--- src/rtl/mem_arbiter.sv ---
// mem_arbiter: single-port RAM arbiter for the fetch and data paths; data has priority, bounded by a fetch starvation limit
module mem_arbiter #(
  parameter int STARVE_LIMIT = 4
) (
  input  logic        CLK,
  input  logic        RST,
  input  logic        iREN,
  input  logic [31:0] iaddr,
  output logic [31:0] iload,
  output logic        iwait,
  input  logic        dREN,
  input  logic        dWEN,
  input  logic [31:0] daddr,
  input  logic [31:0] dstore,
  output logic [31:0] dload,
  output logic        dwait,
  output logic        ramREN,
  output logic        ramWEN,
  output logic [31:0] ramaddr,
  output logic [31:0] ramstore,
  input  logic [31:0] ramload,
  input  logic        ramready,
  output logic [1:0]  owner
);
  typedef enum logic [1:0] {IDLE = 2'b00, IBUS = 2'b01, DBUS = 2'b10} state_t;
  state_t state, next;
  logic [3:0] starve_cnt, starve_nxt;
  logic dreq, idle, ibus, dbus, starved, grant_d, grant_i;
  always_ff @(posedge CLK)
    if (RST) begin
      state      <= IDLE;
      starve_cnt <= '0;
    end else begin
      state      <= next;
      starve_cnt <= starve_nxt;
    end
  always_comb begin
    dreq       = dREN | dWEN;
    idle       = state == IDLE;
    ibus       = state == IBUS;
    dbus       = state == DBUS;
    starved    = iREN & (starve_cnt >= 4'(STARVE_LIMIT));
    grant_d    = idle & dreq & ~starved;
    grant_i    = idle & ~grant_d & iREN;
    next       = grant_d ? DBUS : grant_i ? IBUS :
                 (ibus & iREN & ~ramready) ? IBUS :
                 (dbus & dreq & ~ramready) ? DBUS : IDLE;
    starve_nxt = (grant_d & iREN) ? starve_cnt + 4'd1 : (grant_d | grant_i) ? 4'd0 : starve_cnt;
    ramREN     = (ibus & iREN) | (dbus & dREN & ~dWEN);
    ramWEN     = dbus & dWEN;
    ramaddr    = ibus ? iaddr : dbus ? daddr : '0;
    ramstore   = dbus ? dstore : '0;
    iwait      = iREN & ~(ibus & ramready);
    dwait      = dreq & ~(dbus & ramready);
    iload      = (ibus & iREN & ramready) ? ramload : '0;
    dload      = (dbus & dreq & ramready) ? ramload : '0;
    owner      = state;
  end
endmodule

--- config.mk ---
export PLATFORM = sky130hd
export DESIGN_NAME = mem_arbiter
export DESIGN_NICKNAME = d
export VERILOG_FILES = /design/src/rtl/mem_arbiter.sv
export SDC_FILE = /design/constraint.sdc
export NUM_CORES = 1
export LEC_CHECK = 0
export ABC_AREA = 1
export CAP_MARGIN = 20
export CORE_AREA = 2 2 103 105
export DETAILED_ROUTE_END_ITERATION = 8
export DIE_AREA = 0 0 105 107
export SYNTH_ARGS = -nofsm -noshare
export SYNTH_HDL_FRONTEND = slang
export SYNTH_SLANG_ARGS = --single-unit
export TNS_END_PERCENT = 30
--- constraint.sdc ---
create_clock -name CLK -period 3.66 [get_ports CLK]
set_input_delay 1.098 -clock CLK [delete_from_list [all_inputs] [get_ports CLK]]
set_output_delay 1.098 -clock CLK [all_outputs]
set_load 0.02 [all_outputs]
==> run summary, run 1 <==
Status: complete, no violations
GR Overflow Total: 0
Total Wirelength: 8.75 mm
RR Startpoint: owner[0]$_SDFF_PP0_
Hold_ws: 0.450 ns
Synth top area cells: nor2_1 25%, inv_1 20%, a22o_1 20%, dfxtp_1 8.7%, nor2_2 4.5%
Critical Path Fanout Max: 32
Post-Syn Nets: 395
Setup ws final: 0.0638 ns
Sequential fraction of the synthesis area: 0.0870
RSZ-0062 raised after global routing: false
Largest net degree at the start of global routing: 36
Path depth of the worst reg2reg path: 5
HP Class: flop to flop
Layout net count: 662
Setup-failing EPs final: 0
Vias in the first global route: 2519
Synth Flop Type: dfxtp_1
Fill cells: 1080
Top cells by count, synth: 92 x nor2_1, 75 x inv_1, 32 x a22o_1
Type of origin of the critical path: input port
Clock buffer count from CTS: 3
Resized Gates After CTS: 67
Worst Setup End Kind: output port
Syn Area/Cell: 5.31 µm²
Period utilisation layout: 0.983
Flops & latches, synth: 6
Post-Syn Area: 1380 µm²
Hold path endpoint: starve_cnt[3]$_SDFFE_PP0P_
Final Core Density: 0.411
Post-synth ARST share: 0
Pleak: 2.15 nW
Starting DRT DRC Count: 92
Die W: 105 µm
Final ANT Viol Nets: 0
Max-slew violation count: 0
HPWL after DPL: 7.71 mm
Final hold viol count: 0
Clock Path Buffers: 2
Initial antenna violation count: 0
H-Tree Depth: 1
Critical path arrival: 2.50 ns
Std-Cell Rows: 37
Clk root buf: clkbuf_8
Starting density of the core: 0.137
Global-route wire length before repair: 12.9 mm
HP Start: starve_cnt[3]$_SDFFE_PP0P_
Maximum VDD drop: 0.000143 V
Reg2Reg Capture Point: owner[1]$_SDFF_PP0_
Port Buffers: 267
Post-Syn Instances: 260
Vias post-DR: 2545
Total Power: 0.722 mW
Vias per inst: 3.85
Area growth syn-to-layout: 200%
Worst slew pin tran: 0.373 ns
Post-layout instance area: 4150 µm²
Ports: 268
Hold_buf cts: 0
Placed cell area: 4230 µm²
Fmax: 0.278 GHz
Share of layout cells above drive strength 1: 0.0838
Clock Skew: 0.00150 ns
Worst Path Required: 2.56 ns
Die Height: 107 µm
CP Class: input port to output port
Max Cap Violations: 0
Netlist cell types: 22
Slew headroom: 0.752
CTS tree: built
Final min period: 3.60 ns
GR Util All Layers: 0.142
Yosys warnings: 0
CTS clk-pin slew, worst paths: 0.03 ns
Synth area leader: nor2_1
Die footprint: 11200 µm²
Hold depth: 2
Top-area cell type share of the netlist area: 0.250
Clock Sinks: 6
DRC Markers: 0
Internal reg-to-reg setup slack: 2.49 ns
PwrDens: 174 nW/µm²
ANT cells: 0
GPL Wtd Cong: 0.787
Post-CTS Setup Inserts: 0
Dpl ws: -0.260 ns
Most frequent cell after synthesis: nor2_1
DR pass1 iterations: 4
Core outline area: 10100 µm²
Wire length per cell: 13.2 µm
Post-synth EDFFs: 0
Clock Latency Late Sink: 0.22 ns
[state kept, by name (all words and copies together) (netlist names)]
signal	cells
owner	2
starve_cnt	4
[final cells by class]
| type | instances | area, µm² | share of cell area |
|---|---|---|---|
| Timing Repair Buffer | 278 | 2660 | 0.641 |
| Multi-Input combinational cell | 162 | 867 | 0.209 |
| Inverter | 76 | 288 | 0.0694 |
| Tap cell | 136 | 170 | 0.0411 |
| Sequential cell | 6 | 120 | 0.0290 |
| Clock buffer | 3 | 41.3 | 0.00996 |
[power by group]
part	leakage, nW	internal [mW]	total (mW)	switching, mW
Clock	0.0216	0.0705	0.0971	0.0266
Sequential	0.0489	0.0692	0.0731	0.00391
Combinational	2.07	0.296	0.552	0.256
Total	2.15	0.436	0.722	0.286
[placed cells by master, fill, tap and decap left out, types with 6 or more instances in the layout]
master / instances
clkdlybuf4s50_1: 199
nor2_1: 92
inv_1: 75
dlygate4sd2_1: 43
a22o_1: 32
clkbuf_2: 14
nor2_2: 10
clkdlybuf4s15_1: 10
buf_4: 9
nand2_1: 8
dfxtp_1: 6
[how the worst max path moves through the flow]
stage | from | endpoint | slack [ns] | depth (start not counted)
2_1_floorplan | iREN | iload[10] | 0.72 | 4
3_3_place_gp | dWEN | dload[4] | -0.17 | 7
3_5_place_dp | dWEN | dload[2] | -0.26 | 7
4_1_cts | dWEN | dload[2] | 0.01 | 7
5_1_grt | dWEN | dload[13] | 0.001 | 7
6_report | dWEN | dload[25] | 0.06 | 7
[kinds of logic after synthesis]
group	synth area share
AND/OR/NAND/NOR	0.374
buffers and inverters	0.285
AO/OA/AOI/OAI	0.245
flip-flops	0.0870
adder cells (fa/ha/maj)	0.00906
[through the flow]
step	std cells	TNS (ns)
4_1_cts	661	0
6_report	661	0
2_1_floorplan	260	0
3_5_place_dp	658	-11.85
3_3_place_gp	658	-9.86
5_1_grt	661	0
[routing by layer]
layer	global-route usage	wire [µm]
met1	0.140	3020
met2	0.289	4750
met3	0.0401	862
met4	0.0352	125
met5	0	0
[worst max-delay path: stages]
cell             delay, ns
clkdlybuf4s50_1       0.49
inv_1                 0.07
nand2_1               0.12
nand3_4               0.09
buf_12                0.19
nor2_1                0.11
clkdlybuf4s15_1       0.31
No activity file was read; power rests on OpenSTA's default activity.
==> run 2: changes to the inputs <==
--- a/config.mk
+++ b/config.mk
@@ -5,7 +5,6 @@
 export SDC_FILE = /design/constraint.sdc
 export NUM_CORES = 1
 export LEC_CHECK = 0
-export ABC_AREA = 1
 export CAP_MARGIN = 20
 export CORE_AREA = 2 2 103 105
 export DETAILED_ROUTE_END_ITERATION = 8
==> constraint.sdc (replaced) <==
create_clock -name CLK -period 3.66 [get_ports CLK]
set_input_delay 0.732 -clock CLK [delete_from_list [all_inputs] [get_ports CLK]]
set_output_delay 0.732 -clock CLK [all_outputs]
set_load 0.02 [all_outputs]
==> run 2 against run 1 <==
Area after synthesis is 5.8% lower. Clock skew up 0.0015 ns. Largest cell class unchanged. Cell count fell by 14%. Synthesized cell count is 31% lower. Highest routed layer unchanged. Die area stayed put. Largest power group unchanged. Clock power increased by 0.7%. Hold slack improved by 0.0059 ns.
==> run summary, run 2 <==
Worst Path Required: 2.93 ns
Crit-path max cell delay: 0.60 ns
Post-Syn Nets: 315
Crit path max-delay family: buffers and inverters
Port Buffers: 267
Crit-path cells: clkdlybuf4s50_1 -> or2_2 -> and3_4 -> and2_1 -> clkdlybuf4s50_1
Setup-failing EPs final: 0
Clock Latency Late Sink: 0.22 ns
CTS tree: built
Crit-path most repeated cell: clkdlybuf4s50_1
Worst slew pin tran: 0.583 ns
Area growth syn-to-layout: 217%
GR Util met2: 0.254
Max-slew violation count: 0
Post-synth EDFFs: 0
CP Class: input port to output port
Clock Path Buffers: 2
Max FFs per register: 4
Share of layout cells above drive strength 1: 0.0253
Netlist cell types: 25
Ports: 268
ANT cells: 0
Sequential fraction of the synthesis area: 0.0924
Max Cap Violations: 0
HP Class: flop to flop
Hold_buf cts: 0
Yosys warnings: 0
Wire length per cell: 15.0 µm
PwrDens: 158 nW/µm²
Synth area leader: and2_1
Starting density of the core: 0.129
Pleak: 1.55 nW
Post-Syn Instances: 180
Critical path arrival: 2.56 ns
Top-area cell type share of the netlist area: 0.472
CTS clk-pin slew, worst paths: 0.04 ns
Post-synth ARST share: 0
Final ANT Viol Nets: 0
Syn Area/Cell: 7.22 µm²
Fmax: 0.304 GHz
Top cells by count, synth: 98 x and2_1, 34 x a22o_1, 7 x buf_2
DR pass1 iterations: 4
CP Buf/Inv Count: 2
Std-Cell Rows: 37
Layout net count: 572
Worst Setup End Kind: output port
Clock buffer count from CTS: 3
Die W: 105 µm
Largest Register: starve_cnt
GR Util All Layers: 0.136
Most frequent cell after synthesis: and2_1
Flops & latches, synth: 6
Synth Flop Type: dfxtp_1
Met3 usage: 0.0535
Resized Gates After CTS: 0
HP Start: starve_cnt[3]$_SDFFE_PP0P_
Initial antenna violation count: 0
Post-Syn Area: 1300 µm²
Status: complete, no violations
GPL Wtd Cong: 0.799
Final Instance Count excl. Fillers: 571
Most common cell after layout, fill and taps aside: clkdlybuf4s50_1
Period utilisation layout: 0.898
Maximum VDD drop: 0.000148 V
Starting DRT DRC Count: 95
Type of origin of the critical path: input port
Post-CTS Setup Inserts: 0
Critical Path Fanout Max: 32
Most frequent cells in the layout: 267 x clkdlybuf4s50_1, 98 x and2_1, 34 x a22o_1
H-Tree Depth: 1
RSZ-0062 raised after global routing: false
Final min period: 3.29 ns
Crit. Startpoint: dWEN
Slew headroom: 0.611
RR Startpoint: owner[0]$_SDFF_PP0_
CP max-delay cell: clkdlybuf4s50_1
Vias in the first global route: 2269
Busiest grt layer: met2
M1 GR Usage: 0.144
Vias per inst: 3.99
Die Height: 107 µm
Total Wirelength: 8.56 mm
DP Cell Count: 568
Clock Sinks: 6
Global-route wire length before repair: 12.2 mm
Synth top area cells: and2_1 47%, a22o_1 23%, dfxtp_1 9.2%, buf_2 2.7%, buf_6 2.6%
Fill cells: 1059
Clock Skew: 0.00298 ns
Core outline area: 10100 µm²
Sum of negative setup slack: 0 ns
Largest net degree at the start of global routing: 68
Die footprint: 11200 µm²
Hold_ws: 0.456 ns
Final hold viol count: 0
HPWL after DPL: 7.50 mm
DRC Markers: 0
GR Overflow Total: 0
Vias post-DR: 2281
Clk root buf: clkbuf_8
-- run 2: logic make-up (layout without fill, tap and decap cells) --
group,count (synthesis),after routing,synth area share
compound gates,41,41,0.269
fa+ha+maj,1,1,0.00962
buf+inv,19,274,0.0876
flops,6,6,0.0924
mux,1,1,0.00866
simple gates,112,112,0.533
-- run 2: area by class of cell --
type | count | area [µm²] | area share
well taps | 136 | 170 | 0.0413
repair buffers | 270 | 2710 | 0.657
multi-input cells | 155 | 1080 | 0.261
clock buffers | 3 | 41.3 | 0.0100
inverters | 1 | 3.75 | 0.000911
flip-flops and latches | 6 | 120 | 0.0292
-- run 2: power breakdown --
group / leakage, nW / total (mW) / internal (mW) / switching [mW]
combinational: 1.47 / 0.480 / 0.284 / 0.196
sequential: 0.0489 / 0.0729 / 0.0687 / 0.00425
clock: 0.0216 / 0.0978 / 0.0705 / 0.0273
total: 1.55 / 0.650 / 0.423 / 0.227
-- run 2: per-stage QoR --
stage | power, mW | setup WS, ns | area, µm² | util
after detailed placement | 0.557 | 0.353 | 4080 | 0.404
after CTS | 0.659 | 0.350 | 4120 | 0.408
after global routing | 0.688 | 0.244 | 4120 | 0.408
final | 0.650 | 0.372 | 4120 | 0.408
after global placement | 0.554 | 0.373 | 4080 | 0.404
after floorplan | 0.260 | 1.36 | 1300 | -
-- run 2: worst paths after layout --
check,endpoint,slack (ns),cells after the start
max,dload[14],0.37,5
min,starve_cnt[3]$_SDFFE_PP0P_,0.46,1
max reg2reg,starve_cnt[0]$_SDFFE_PP0P_,2.46,3
min reg2reg,starve_cnt[3]$_SDFFE_PP0P_,0.46,1
-- run 2: metal layers --
| metal | share of wire | wire [µm] | up-vias |
|---|---|---|---|
| met4 | 0.016 | 134 | 0 |
| met5 | 0 | 0 | - |
| met2 | 0.51 | 4350 | 153 |
| met1 | 0.36 | 3100 | 996 |
| met3 | 0.11 | 969 | 8 |
| li1 | - | - | 1124 |
